`src/rtl/rr_stream_mux.sv`:
```
// rr_stream_mux
//   Registered N-channel stream multiplexer with valid/ready handshaking.
//   Arbitration is either a fixed channel select or a fair round-robin that
//   starts its search one past the last granted channel. The output is a
//   single register slot that refills in the same cycle it drains, giving
//   one beat per cycle. A free-running counter tallies delivered beats.
//
// Ports
//   clk        rising-edge clock
//   rst_n      synchronous active-low reset
//   inp_data   packed channel data, channel k at [k*DATA_W +: DATA_W]
//   inp_valid  per-channel valid
//   inp_ready  per-channel ready (combinational, one-hot or zero)
//   mode_rr    0 = fixed select, 1 = round-robin
//   selec      channel index used in fixed mode
//   out_y      registered output data
//   out_ch     channel index of the beat held in out_y
//   out_valid  output register holds a beat
//   out_ready  downstream accepts the beat
//   beat_cnt   number of beats accepted downstream (wrapping)
`timescale 1ns/1ps
module rr_stream_mux #(
    parameter int NUM_CH = 4,
    parameter int DATA_W = 16,
    parameter int SEL_W  = 2,
    parameter int CNT_W  = 16
) (
    input  logic                     clk,
    input  logic                     rst_n,
    input  logic [NUM_CH*DATA_W-1:0] inp_data,
    input  logic [NUM_CH-1:0]        inp_valid,
    output logic [NUM_CH-1:0]        inp_ready,
    input  logic                     mode_rr,
    input  logic [SEL_W-1:0]         selec,
    output logic [DATA_W-1:0]        out_y,
    output logic [SEL_W-1:0]         out_ch,
    output logic                     out_valid,
    input  logic                     out_ready,
    output logic [CNT_W-1:0]         beat_cnt
);

    logic [SEL_W-1:0]  r_rr_ptr;
    logic [DATA_W-1:0] r_out_y;
    logic [SEL_W-1:0]  r_out_ch;
    logic              r_out_valid;
    logic [CNT_W-1:0]  r_beat_cnt;

    logic [SEL_W-1:0]  w_grant;
    logic              w_grant_vld;
    logic              w_load_en;
    logic              w_accept;
    logic [DATA_W-1:0] w_data;
    logic [SEL_W-1:0]  w_idx;
    int                w_sum;

    // Arbitration. In round-robin the candidates are scanned from farthest
    // to nearest (relative to r_rr_ptr) so the nearest valid channel is the
    // last one written and therefore wins, without needing an early exit.
    always_comb begin
        w_grant     = '0;
        w_grant_vld = 1'b0;
        w_sum       = 0;
        w_idx       = '0;
        if (!mode_rr) begin
            if (int'(selec) < NUM_CH) begin
                w_grant     = selec;
                w_grant_vld = inp_valid[selec];
            end
        end else begin
            for (int i = NUM_CH; i >= 1; i--) begin
                w_sum = int'(r_rr_ptr) + i;
                if (w_sum >= NUM_CH) begin
                    w_sum = w_sum - NUM_CH;
                end
                w_idx = SEL_W'(w_sum);
                if (inp_valid[w_idx]) begin
                    w_grant     = w_idx;
                    w_grant_vld = 1'b1;
                end
            end
        end
    end

    // The slot can take a new beat when empty or when it drains this cycle.
    // Gating with rst_n keeps every ready low while reset is asserted.
    assign w_accept  = r_out_valid && out_ready;
    assign w_load_en = rst_n && (!r_out_valid || out_ready) && w_grant_vld;

    always_comb begin
        w_data = '0;
        for (int k = 0; k < NUM_CH; k++) begin
            if (w_grant == SEL_W'(k)) begin
                w_data = inp_data[k*DATA_W +: DATA_W];
            end
        end
    end

    always_comb begin
        inp_ready = '0;
        for (int k = 0; k < NUM_CH; k++) begin
            inp_ready[k] = w_load_en && (w_grant == SEL_W'(k));
        end
    end

    // ---- output register stage ----
    always_ff @(posedge clk) begin
        if (!rst_n) begin
            r_out_y     <= '0;
            r_out_ch    <= '0;
            r_out_valid <= 1'b0;
            r_beat_cnt  <= '0;
            r_rr_ptr    <= SEL_W'(NUM_CH - 1);
        end else begin
            if (w_load_en) begin
                r_out_y     <= w_data;
                r_out_ch    <= w_grant;
                r_out_valid <= 1'b1;
                // The pointer only advances on round-robin grants, so a
                // fixed-mode interlude leaves the fairness history intact.
                if (mode_rr) begin
                    r_rr_ptr <= w_grant;
                end
            end else if (w_accept) begin
                r_out_valid <= 1'b0;
            end
            if (w_accept) begin
                r_beat_cnt <= r_beat_cnt + CNT_W'(1);
            end
        end
    end

    assign out_y     = r_out_y;
    assign out_ch    = r_out_ch;
    assign out_valid = r_out_valid;
    assign beat_cnt  = r_beat_cnt;

endmodule

```
`config.mk`:
```
export PLATFORM = sky130hd
export DESIGN_NAME = rr_stream_mux
export DESIGN_NICKNAME = d
export VERILOG_FILES = /design/src/rtl/rr_stream_mux.sv
export SDC_FILE = /design/constraint.sdc
export NUM_CORES = 1
export LEC_CHECK = 0
export ABC_AREA = 1
export CAP_MARGIN = 20
export CORE_MARGIN = 1
export CORE_UTILIZATION = 44
export DETAILED_ROUTE_END_ITERATION = 8
export GPL_ROUTABILITY_DRIVEN = 0
export PLACE_DENSITY_LB_ADDON = 0.05
export SYNTH_ARGS = -nofsm -noshare
export SYNTH_HDL_FRONTEND = slang
export SYNTH_SLANG_ARGS = --single-unit
```
`constraint.sdc`:
```
create_clock -name clk -period 4.6 [get_ports clk]
set_clock_uncertainty 0.05 [all_clocks]
set_input_delay 0.92 -clock clk [delete_from_list [all_inputs] [get_ports clk]]
set_output_delay 0.92 -clock clk [all_outputs]
set_load 0.02 [all_outputs]
```
# --- Yosys cells after proc, flatten, opt, wreduce, memory -nomap -nowiden ---
# Index checks and enable logic that the tools add are counted.
op_classes:
  muxes: 34
  order_cmp: 9
  n_eq_ne: 3
  reduce_logical: 12
  n_addsub: 9
op_table:
  columns: ["op", "count"]
  rows:
  - ["$mux W16", 4]
  - ["$mux W2", 13]
  - ["$add A16 B1 Y16 const B", 1]
  - ["$lt A2 B3 Y1 const B", 5]
  - ["$mux W1", 12]
  - ["$bmux W1 S2", 5]
  - ["$ge A3 B3 Y1 const B", 3]
  - ["$sub A2 B1 Y2 const B", 4]
  - ["$logic_and A1 B1 Y1", 7]
  - ["$add A2 B2 Y3 const B", 2]
  - ["$add A2 B3 Y4 const B", 1]
  - ["$eq A2 B2 Y1 const B", 2]
  - ["$ge A4 B3 Y1 const B", 1]
  - ["$add A2 B1 Y3 const B", 1]
  - ["$eq A2 B1 Y1 const B", 1]
  - ["$logic_not A2 Y1", 1]
  - ["$reduce_and A2 Y1", 1]
  - ["$reduce_bool A2 Y1", 1]
  - ["$logic_not A1 Y1", 1]
  - ["$logic_or A1 B1 Y1", 1]
totals:
  input_bits: 74
  register_bits: 37

# --- Longest topological paths before layout ---
# Gate-level depths: netlist of the first run.
depth:
  word_depth: 16
  ltp_mapped: 17
  ltp_nobuf: 16

# --- Worst setup path before layout of the first run ---
# No wires, ideal clock.
synth_timing:
  path_type: "in2out"
  start: "input inp_valid[1]"
  end: "output inp_ready[0]"
  path_stages: 13
  n_path_buf: 1
  arrival_ns: 2.131
  path_slack_ns: 1.499
  path_cell_list: "inv_1 > nand2_1 > nand3_1 > nand2_1 > inv_2 > nand2_1 > nand2_1 > nand2_2 > nand3_4 > nand2_8 > buf_6 > nand2_1 > nor2_1"
synth_between:
  elab_chain_len: 9
  elab_cells_between_ends: 23
  classes_between: "mux (20); reduce/logical (3)"
synth_rtl:
  columns: ["element", "line_no", "rtl"]
  rows:
  - ["start, declared", "31", "input logic [NUM_CH-1:0] inp_valid,"]
  - ["$bmux W1 S2", "76", "if (inp_valid[w_idx]) begin"]
  - ["$mux W1 (implied by the code)", "76", null]
  - ["$mux W2 / $mux W1 (equally long branches) (4 in series)", "76", null]
  - ["$mux W2 / $mux W1 (equally long branches)", "64", "if (!mode_rr) begin"]
  - ["$logic_not A2 Y1 / $logic_and A1 B1 Y1 (equally long branches)", "101, 87", null]
  - ["$logic_and A1 B1 Y1 (*)", "101", "inp_ready[k] = w_load_en && (w_grant == SEL_W'(k));"]
  - ["end, declared", "32", "output logic [NUM_CH-1:0] inp_ready,"]
# Mark *: on every way between the ends. The rest lies on a longest branch, timed or not. The select of a mux whose other input is x is not followed.

# --- Final worst setup path of the first run ---
layout_timing:
  start: "input inp_valid[1]"
  end: "output inp_ready[1]"
layout_between:
  elab_chain_len: 9
  elab_cells_between_ends: 23
  classes_between: "eq/ne (1); mux (20); reduce/logical (2)"
layout_rtl:
  columns: ["element", "line_no"]
  rows:
  - ["$bmux W1 S2", "76"]
  - ["$mux W1 (implied by the code)", "76"]
  - ["$mux W2 / $mux W1 (equally long branches) (4 in series)", "76"]
  - ["$mux W2 / $mux W1 (equally long branches)", "64"]
  - ["$eq A2 B1 Y1 / $logic_and A1 B1 Y1 (equally long branches)", "101, 87"]
  - ["$logic_and A1 B1 Y1 (*)", "101"]
# Marked as above.

==> run metrics, run 1 <==
initial core utilization 46.79%; Via density between 5 and 6; crit path DAT 3.22 ns; max frequency 238.5 MHz; FP Rows 25; Hold Path Origin out_y[3]; Period minus WS final 4.193 ns; r2r startpoint r_rr_ptr[0]; vias after detailed routing about 2700; post-synthesis average cell area around 6.6 µm²; CTS tree yes; Hold WC Path Type reg -> reg; count of final setup violators 0; Rel. slew slack about two thirds; Synth Register Bits 37; count of buffers from port buffering between 100 and 150; final hold vios 0; Worst-Margin Slew between 0.4 and 0.5 ns; DP Wirelength slightly above 5000 µm; Max clock buf depth 2; power per cell area 280.6 nW/µm²; cts bufs inserted 5; Die W 73.80 µm; maximum capacitance violations 0; layout overhead on the synthesized area 55.05%; Design Area, Final roughly 3500 µm²; vias in the first global route 2441; clk root buf clkbuf_8; CP endpoint kind primary output; share of layout cells above drive strength 1 between 8 and 9%; Netlist cell types 33; H-tree depth 2; maximum fanout along the worst path 26; register area share after synthesis between 30% and 40%; reg-to-reg slack, setup 2.30 ns; clk_lat worst skew 0.29 ns; Post-CTS Hold Buffers 0; outcome finished clean; fillers 398; Core ar. 4848 µm²; Finished Core Util between 70% and 80%; dpl cell area roughly 3400 µm²; die height 73.80 µm; antenna diode count 0; most frequent cells in the layout 112 x clkdlybuf4s50_1, 84 x nand2_1, 48 x a21oi_1, 37 x dfxtp_1, 30 x inv_1; final worst path period share 91.15%; Final Max Slew Viols 0; RSZ-0062 raised after global routing no; antenna-violating nets left 0; DRC Markers 0; largest net degree at the start of global routing 27; Pre-antenna DRT Iters 4; final global-route overflow total 0; die area 5446 µm²; post-cts resize count 0; setup repair bufs after CTS 0; Worst setup SP type primary input; Netlist Area Pre-Place 2268 µm²; Mapped Nets 420; final WL slightly below 7000 µm; Max IR drop VDD 204.6 µV; nets@finish roughly 530; Mapped Cells 345; setup TNS 0 ns; GRT Util Overall 26.12%; number of DRC markers in iteration 0 111; antenna violations before repair 0; Boundary Pins 113; CP required 3.63 ns; Yosys warning count 0; Worst Setup SP inp_valid[1]; CTS clk-pin slew, worst paths ~0.070 ns; first-pass GRT wire length ~11000 µm; most common cell after layout, fill and taps aside clkdlybuf4s50_1; wire length per cell 13.19 µm; Leak 1.457 nW; critical path class in -> out; CTS Sinks 37
-- final cells by class --
class | count | area, µm² | share of cell area [%]
repair buffers | 115 | 1144 | 32.52
well taps | 67 | 83.83 | 2.383
inverters | 36 | 146.4 | 4.162
multi-input cells | 258 | 1282 | 36.46
flip-flops and latches | 37 | 740.7 | 21.06
clock inverters | 2 | 37.54 | 1.067
clock buffers | 6 | 82.58 | 2.348
-- synth_stat cells --
library cell,n,area [µm²]
a21oi_2,1,8.760
o211ai_1,2,15.01
o21a_1,2,15.01
nor4_2,1,12.51
buf_4,1,7.510
ha_1,1,12.51
buf_6,5,56.30
xor2_1,1,8.760
inv_1,30,112.6
nand3_1,26,130.1
nor3b_1,1,7.510
nand2_4,2,22.52
nor3_1,7,35.03
clkinv_2,1,5.000
a31oi_1,2,12.51
o21ai_0,25,125.1
dfxtp_1,37,740.7
nand4_1,6,37.54
nand3_2,2,20.02
o21ai_1,8,40.04
nand2_1,84,315.3
nor2_8,1,20.02
inv_6,2,17.52
nor2_1,25,93.84
buf_2,4,20.02
nand3_4,1,17.52
nand2_2,9,56.30
nand2_8,1,20.02
nor2_2,1,6.260
clkbuf_1,4,15.01
inv_2,3,11.26
a21oi_1,48,240.2
nor3_2,1,10.01
-- critical path: stages --
cell	delay [ns]
clkdlybuf4s50_1	0.45
inv_1	0.08
o21ai_1	0.18
nand2_1	0.09
nand2_1	0.07
nand2_1	0.08
nand2_1	0.08
nand2_2	0.06
nand3_4	0.10
nand2_8	0.15
inv_1	0.14
nand2_1	0.07
nor2_1	0.13
clkdlybuf4s50_1	0.62
-- kinds of logic after synthesis --
kind of cell | share of synthesized area [%]
flops | 32.65
xor+xnor | 0.3862
simple gates | 35.47
buf+inv | 10.81
compound gates | 20.13
fa+ha+maj | 0.5515
-- path summary, 6_finish.rpt --
path	to	depth (start not counted)
worst min register to register	out_y[3]	2
worst min-delay path	out_y[3]	2
worst max register to register	out_y[13]	12
worst max-delay path	inp_ready[1]	14
-- metal layers --
metal	share of wire, %	GRT usage (%)
met4	1.6	7.692
met3	7.2	5.761
met1	41	31.38
met2	50	46.28
met5	0	0
-- report_power, final --
group / switching, mW / total (mW) / internal, mW
logic: 0.182 / 0.334 / 0.152
clock network: 0.121 / 0.297 / 0.176
registers: 0.0148 / 0.356 / 0.341
-- per-stage QoR --
| stage | worst slack, ns | std cells | power, mW | hold WS (ns) |
|---|---|---|---|---|
| 2_1_floorplan | 1.499 | 345 | 0.5627 | 0.4744 |
| 3_3_place_gp | 0.4757 | 513 | 0.6894 | 0.4157 |
| 3_5_place_dp | 0.4052 | 513 | 0.6938 | 0.4182 |
| 4_1_cts | 0.4043 | 521 | 0.9891 | 0.4298 |
| 5_1_grt | 0.2110 | 521 | 1.038 | 0.4490 |
| 6_report | 0.4071 | 521 | 0.9870 | 0.4302 |
-- registers in the layout, summed over array words and instances, names as in the netlist --
signal	count
beat_cnt	16
out_ch	2
out_valid	1
out_y	16
r_rr_ptr	2
No activity file was read; power rests on OpenSTA's default activity.
==> inputs of run 2 (changes only) <==
--- a/config.mk
+++ b/config.mk
@@ -7,10 +7,12 @@
 export LEC_CHECK = 0
 export ABC_AREA = 1
 export CAP_MARGIN = 20
+export CORE_ASPECT_RATIO = 1.25
 export CORE_MARGIN = 1
 export CORE_UTILIZATION = 44
 export DETAILED_ROUTE_END_ITERATION = 8
 export GPL_ROUTABILITY_DRIVEN = 0
+export HOLD_SLACK_MARGIN = 0.05
 export PLACE_DENSITY_LB_ADDON = 0.05
 export SYNTH_ARGS = -nofsm -noshare
 export SYNTH_HDL_FRONTEND = slang
==> run metrics, run 2 (synthesized netlist as in run 1, its figures left out) <==
outcome finished clean; CP endpoint kind primary output; Worst-Margin Slew 0.4681 ns (-0.01525 ns); Worst setup SP type primary input; worst hold endpoint out_ch[1]; final WL 6785 µm (-1.3%); share of layout cells above drive strength 1 8.150% (unchanged); R2R cell count 12 (unchanged); final hold vios 0 (unchanged); count of buffers from port buffering 112 (unchanged); final worst slack 0.4057 ns (-0.001425 ns); Hold Worst Slack 0.4177 ns (-0.01256 ns); FP Rows 28 (+12%); r2r startpoint r_rr_ptr[0]; maximum capacitance violations 0 (unchanged); CTS clk-pin slew, worst paths 0.08 ns (about the same); clk_lat worst skew 0.29 ns (about the same); H-tree depth 2 (unchanged); CP required 3.63 ns (about the same); RSZ-0062 raised after global routing no; Core ar. 4835 µm² (-0.28%); GRT met1 Usage 27.52% (-3.9 points); CTS Sinks 37 (unchanged); largest net degree at the start of global routing 27 (unchanged); dpl ws 0.4426 ns (+0.03740 ns); max frequency 238.4 MHz (about the same); Max clock buf depth 2 (unchanged); most frequent cells in the layout 112 x clkdlybuf4s50_1, 84 x nand2_1, 48 x a21oi_1, 37 x dfxtp_1, 30 x inv_1; cell-internal power 711.3 µW (+6.3%); Clk pwr share 33.3% (+3.2 points); Boundary Pins 113 (unchanged); Storage cell area 740.7 µm² (unchanged); count of final setup violators 0 (unchanged); DP Wirelength 5154 µm (-0.26%); vias after detailed routing 2679 (-1.1%); power per cell area 293.1 nW/µm² (+4.4%); crit path DAT 3.22 ns (about the same); fin cells 514 (-1.3%); sequential fraction of design power 34.4% (-1.6 points); reg-to-reg critical path endpoint out_y[11]; layout overhead on the synthesized area 55.43%; Leak 1.468 nW (+0.78%); die area 5448 µm² (about the same); first-pass GRT wire length 10830 µm (-0.94%); grt met2 use 46.02% (-0.26 points); setup repair bufs after CTS 0 (unchanged); critical path class in -> out; setup TNS 0 ns (unchanged); fillers 412 (+3.5%); Hold Path Origin out_ch[1]; die height 82.28 µm (+11%); Pre-antenna DRT Iters 4 (unchanged); antenna diode count 0 (unchanged); Final Max Slew Viols 0 (unchanged); wire length per cell 13.20 µm (about the same); GRT Util Overall 26.05% (-0.064 points); reg-to-reg slack, setup 2.25 ns (-0.05 ns); met3 GRT Util 10.16% (+4.4 points); Max IR drop VDD 197.4 µV (-3.5%); antenna-violating nets left 0 (unchanged); vias in the first global route 2516 (+3.1%); Hold WC Path Type reg -> reg; clk root buf clkbuf_8; Logic pwr share 32.3% (-1.6 points); CTS tree yes; final global-route overflow total 0 (unchanged); switching power 322.0 µW (+1.3%); post-cts resize count 0 (unchanged); DRC Markers 0 (unchanged); most common cell after layout, fill and taps aside clkdlybuf4s50_1; Period minus WS final 4.194 ns (+0.001425 ns); switching share of total power 31.17% (-1.0 points); Post-CTS Hold Buffers 0 (unchanged); Power Total 1.033 mW (+4.7%); cts bufs inserted 5 (unchanged); nets@finish 528 (unchanged); number of DRC markers in iteration 0 119 (+7.2%); final worst path period share 91.18% (about the same); area of the multi-input gates 1282 µm² (unchanged); most used routing layer met2; Rel. slew slack 68.76% (+1.0 points); antenna violations before repair 0 (unchanged); Die W 66.22 µm (-10%); Via density 5.212 (+0.24%); hold-critical path depth 2 (unchanged); maximum fanout along the worst path 26 (unchanged); Placed Cells 506 (-1.4%); initial core utilization 46.92% (+0.13 points)
==> run 2: cell types whose count changed in the layout (fill, tap and decap cells not counted), sizes merged <==
| cell | delta |
|---|---|
| inv | +1 |
| clkinvlp | -1 |
| bufinv | +1 |
| clkbuf | -1 |
==> run 2: through the flow <==
stage | utilization (%) | cell area, µm²
after floorplan | - | 2268
after global placement | 70.08 | 3388
after detailed placement | 70.08 | 3388
after CTS | 72.93 | 3526
after global routing | 72.93 | 3526
final | 72.93 | 3526
==> run 2: how the worst max path moves through the flow <==
stage               slack (ns)  depth (start not counted)            to          from
finish                    0.41                         14  inp_ready[1]  inp_valid[3]
global route              0.22                         14  inp_ready[1]  inp_valid[3]
CTS                       0.41                         14  inp_ready[1]  inp_valid[1]
detailed placement        0.44                         14  inp_ready[1]  inp_valid[1]
global placement          0.46                         14  inp_ready[2]  inp_valid[3]
floorplan                 1.50                         13  inp_ready[0]  inp_valid[1]
==> run 2: area by class of cell <==
cell class                      count  area share (%)
Timing Repair Buffer              115           32.43
Clock inverter                      3           1.952
Sequential cell                    37           21.01
Tap cell                           60           2.129
Inverter                           36           4.152
Clock buffer                        5           1.952
Multi-Input combinational cell    258           36.37
==> run 2: power by group through the flow <==
| stage | combinational (mW) | sequential, mW | clock (mW) |
|---|---|---|---|
| after floorplan | 0.181 | 0.382 | 0 |
| after global placement | 0.327 | 0.362 | 0 |
| after detailed placement | 0.331 | 0.362 | 0 |
| after CTS | 0.333 | 0.355 | 0.350 |
| after global routing | 0.363 | 0.358 | 0.363 |
| final | 0.334 | 0.356 | 0.344 |
==> run 2: metal layers <==
layer  wire, µm  vias to the layer above  share of wire (%)
met5          0                        -                  0
met4        159                        0                2.3
met3        613                       17                9.0
met2       3382                      114                 50
li1           -                     1364                  -
met1       2631                     1184                 39
==> run 2: critical path: stages <==
cell             delay [ns]
clkdlybuf4s50_1        0.51
inv_1                  0.07
nand2_1                0.07
nand3_1                0.10
nand2_1                0.09
inv_2                  0.03
nand2_1                0.08
nand3_2                0.10
nand3_4                0.15
nand2_8                0.15
inv_1                  0.13
nand2_1                0.08
nor2_1                 0.12
clkdlybuf4s50_1        0.62
==> edit, RTL diff (flow settings as in run 1) <==
Register the input `mode_rr` before use. The logic sees it one clock later. The other inputs are not delayed to match.
--- a/src/rtl/rr_stream_mux.sv
+++ b/src/rtl/rr_stream_mux.sv
@@ -40,4 +40,10 @@
 );
 
+    logic mode_rr_q;
+
+    always_ff @(posedge clk) begin
+        mode_rr_q <= mode_rr;
+    end
+
     logic [SEL_W-1:0]  r_rr_ptr;
     logic [DATA_W-1:0] r_out_y;
@@ -62,5 +68,5 @@
         w_sum       = 0;
         w_idx       = '0;
-        if (!mode_rr) begin
+        if (!mode_rr_q) begin
             if (int'(selec) < NUM_CH) begin
                 w_grant     = selec;
@@ -118,5 +124,5 @@
                 // The pointer only advances on round-robin grants, so a
                 // fixed-mode interlude leaves the fairness history intact.
-                if (mode_rr) begin
+                if (mode_rr_q) begin
                     r_rr_ptr <= w_grant;
                 end
Check against the original RTL: not equivalent (Yosys sat finds a counterexample within 4 cycles, from zero or initial values and one cycle with rst_n low).
==> edit against run 1 <==
Routed wire length about the same; setup slack lost 34 ps; critical endpoint unchanged; largest cell class unchanged; sequential share of layout area is 0.27 points higher; design area grew 1.4%; sequential cell count rose by 1; maximum frequency fell by 0.80%; power is 6.6% higher; area after synthesis rose by 0.88%; largest power group unchanged.
==> edit: results (changes against run 1) <==
[synthesis]
yosysSeqAreaShare_pct=33.2  ; +0.59 points
synth-xor-area-share_pct=0.383  ; -0.0034 points
ys.warnings.count=0  ; unchanged
ys_top_cells_by_area=dfxtp_1 33%, nand2_1 14%, a21oi_1 10%
synthAdderAreaFrac_pct=0.547  ; -0.0048 points
synth_commonest_cells=84 x nand2_1, 48 x a21oi_1, 38 x dfxtp_1, 30 x inv_1, 26 x nand3_1
syn_nets=421  ; +0.24%
synth-compound-area-share_pct=20.0  ; -0.18 points

[power_and_ir_drop]
p_comb_share_pct=31.6  ; -2.3 points
clkPwrFrac_pct=33.7  ; +3.6 points
intPower_mw=0.734  ; +9.7%
powerSeq_mw=0.365  ; +3%
p_leak_nw=1.48  ; +1.9%
ir_drop_v=0.000208  ; +1.9%

[placement]
port_buffers=112  ; unchanged
pre_cts_ws_ps=406  ; +1.13 ps
dp_hpwl_mm=5.30  ; +2.6%

[sta]
tightest_slew_ps=546  ; +62.5 ps
fin_crit_sh_pct=91.9  ; +0.74 points

[worst_setup_path]
r2r-end=out_y[11]
arrival_ps=3260  ; +40 ps
crit_start=inp_valid[3]
reg2reg_slack_ps=2210  ; -90 ps

[finish]
n_fill_cell=412  ; +3.5%
multi_input_area_share_pct=36.0  ; -0.51 points
final_layout_size_suffix_gt1_share_pct=8.33  ; +0.18 points
fin_nets=530  ; +0.38%
buffers=116  ; +0.87%
diodes=0  ; unchanged
flops_and_latches=38  ; +2.7%
buffer_area_share_pct=32.3  ; -0.25 points
clock_area_share_pct=4.00  ; +0.58 points
regArea_um2=761  ; +2.7%

[global_routing]
grt_pass1_vias=2507  ; +2.7%
grt_usage_pct=26.6  ; +0.47 points

[drt]
vias_per_cell=5.06  ; -2.6%
routedWlPerCell_um=13.1  ; -0.32%
drtIter0Drc=106  ; -4.5%

[clock_tree]
cts_resized=0  ; unchanged
clk_path_buf_depth=2  ; unchanged

[worst_hold_path]
hold_end=out_y[3]

[run_status]
status=completed

## edit: metrics by stage
step	hold WS, ps	cells	cell area, um^2
after detailed placement	417	515	3420
final	428	523	3570
after floorplan	475	346	2290
after CTS	429	523	3570
after global placement	415	515	3420
after global routing	459	523	3570
## edit: worst max-delay path: stages
cell	delay, ps
clkdlybuf4s50_1	520
inv_1	70
nand2_1	80
nand3_1	100
nand2_1	90
inv_2	30
nand2_1	80
nand3_2	90
nand3_4	140
nand2_8	160
inv_1	140
nand2_1	80
nor2_1	140
clkdlybuf4s50_1	630
## edit: layer usage
| layer | vias to the layer above | part of all wire (%) | track usage, % |
|---|---|---|---|
| met2 | 82 | 50 | 47.1 |
| met3 | 11 | 6.7 | 8.81 |
| met4 | 0 | 1.5 | 7.48 |
| met5 | - | 0 | 0 |
| li1 | 1363 | - | - |
| met1 | 1192 | 42 | 30.5 |
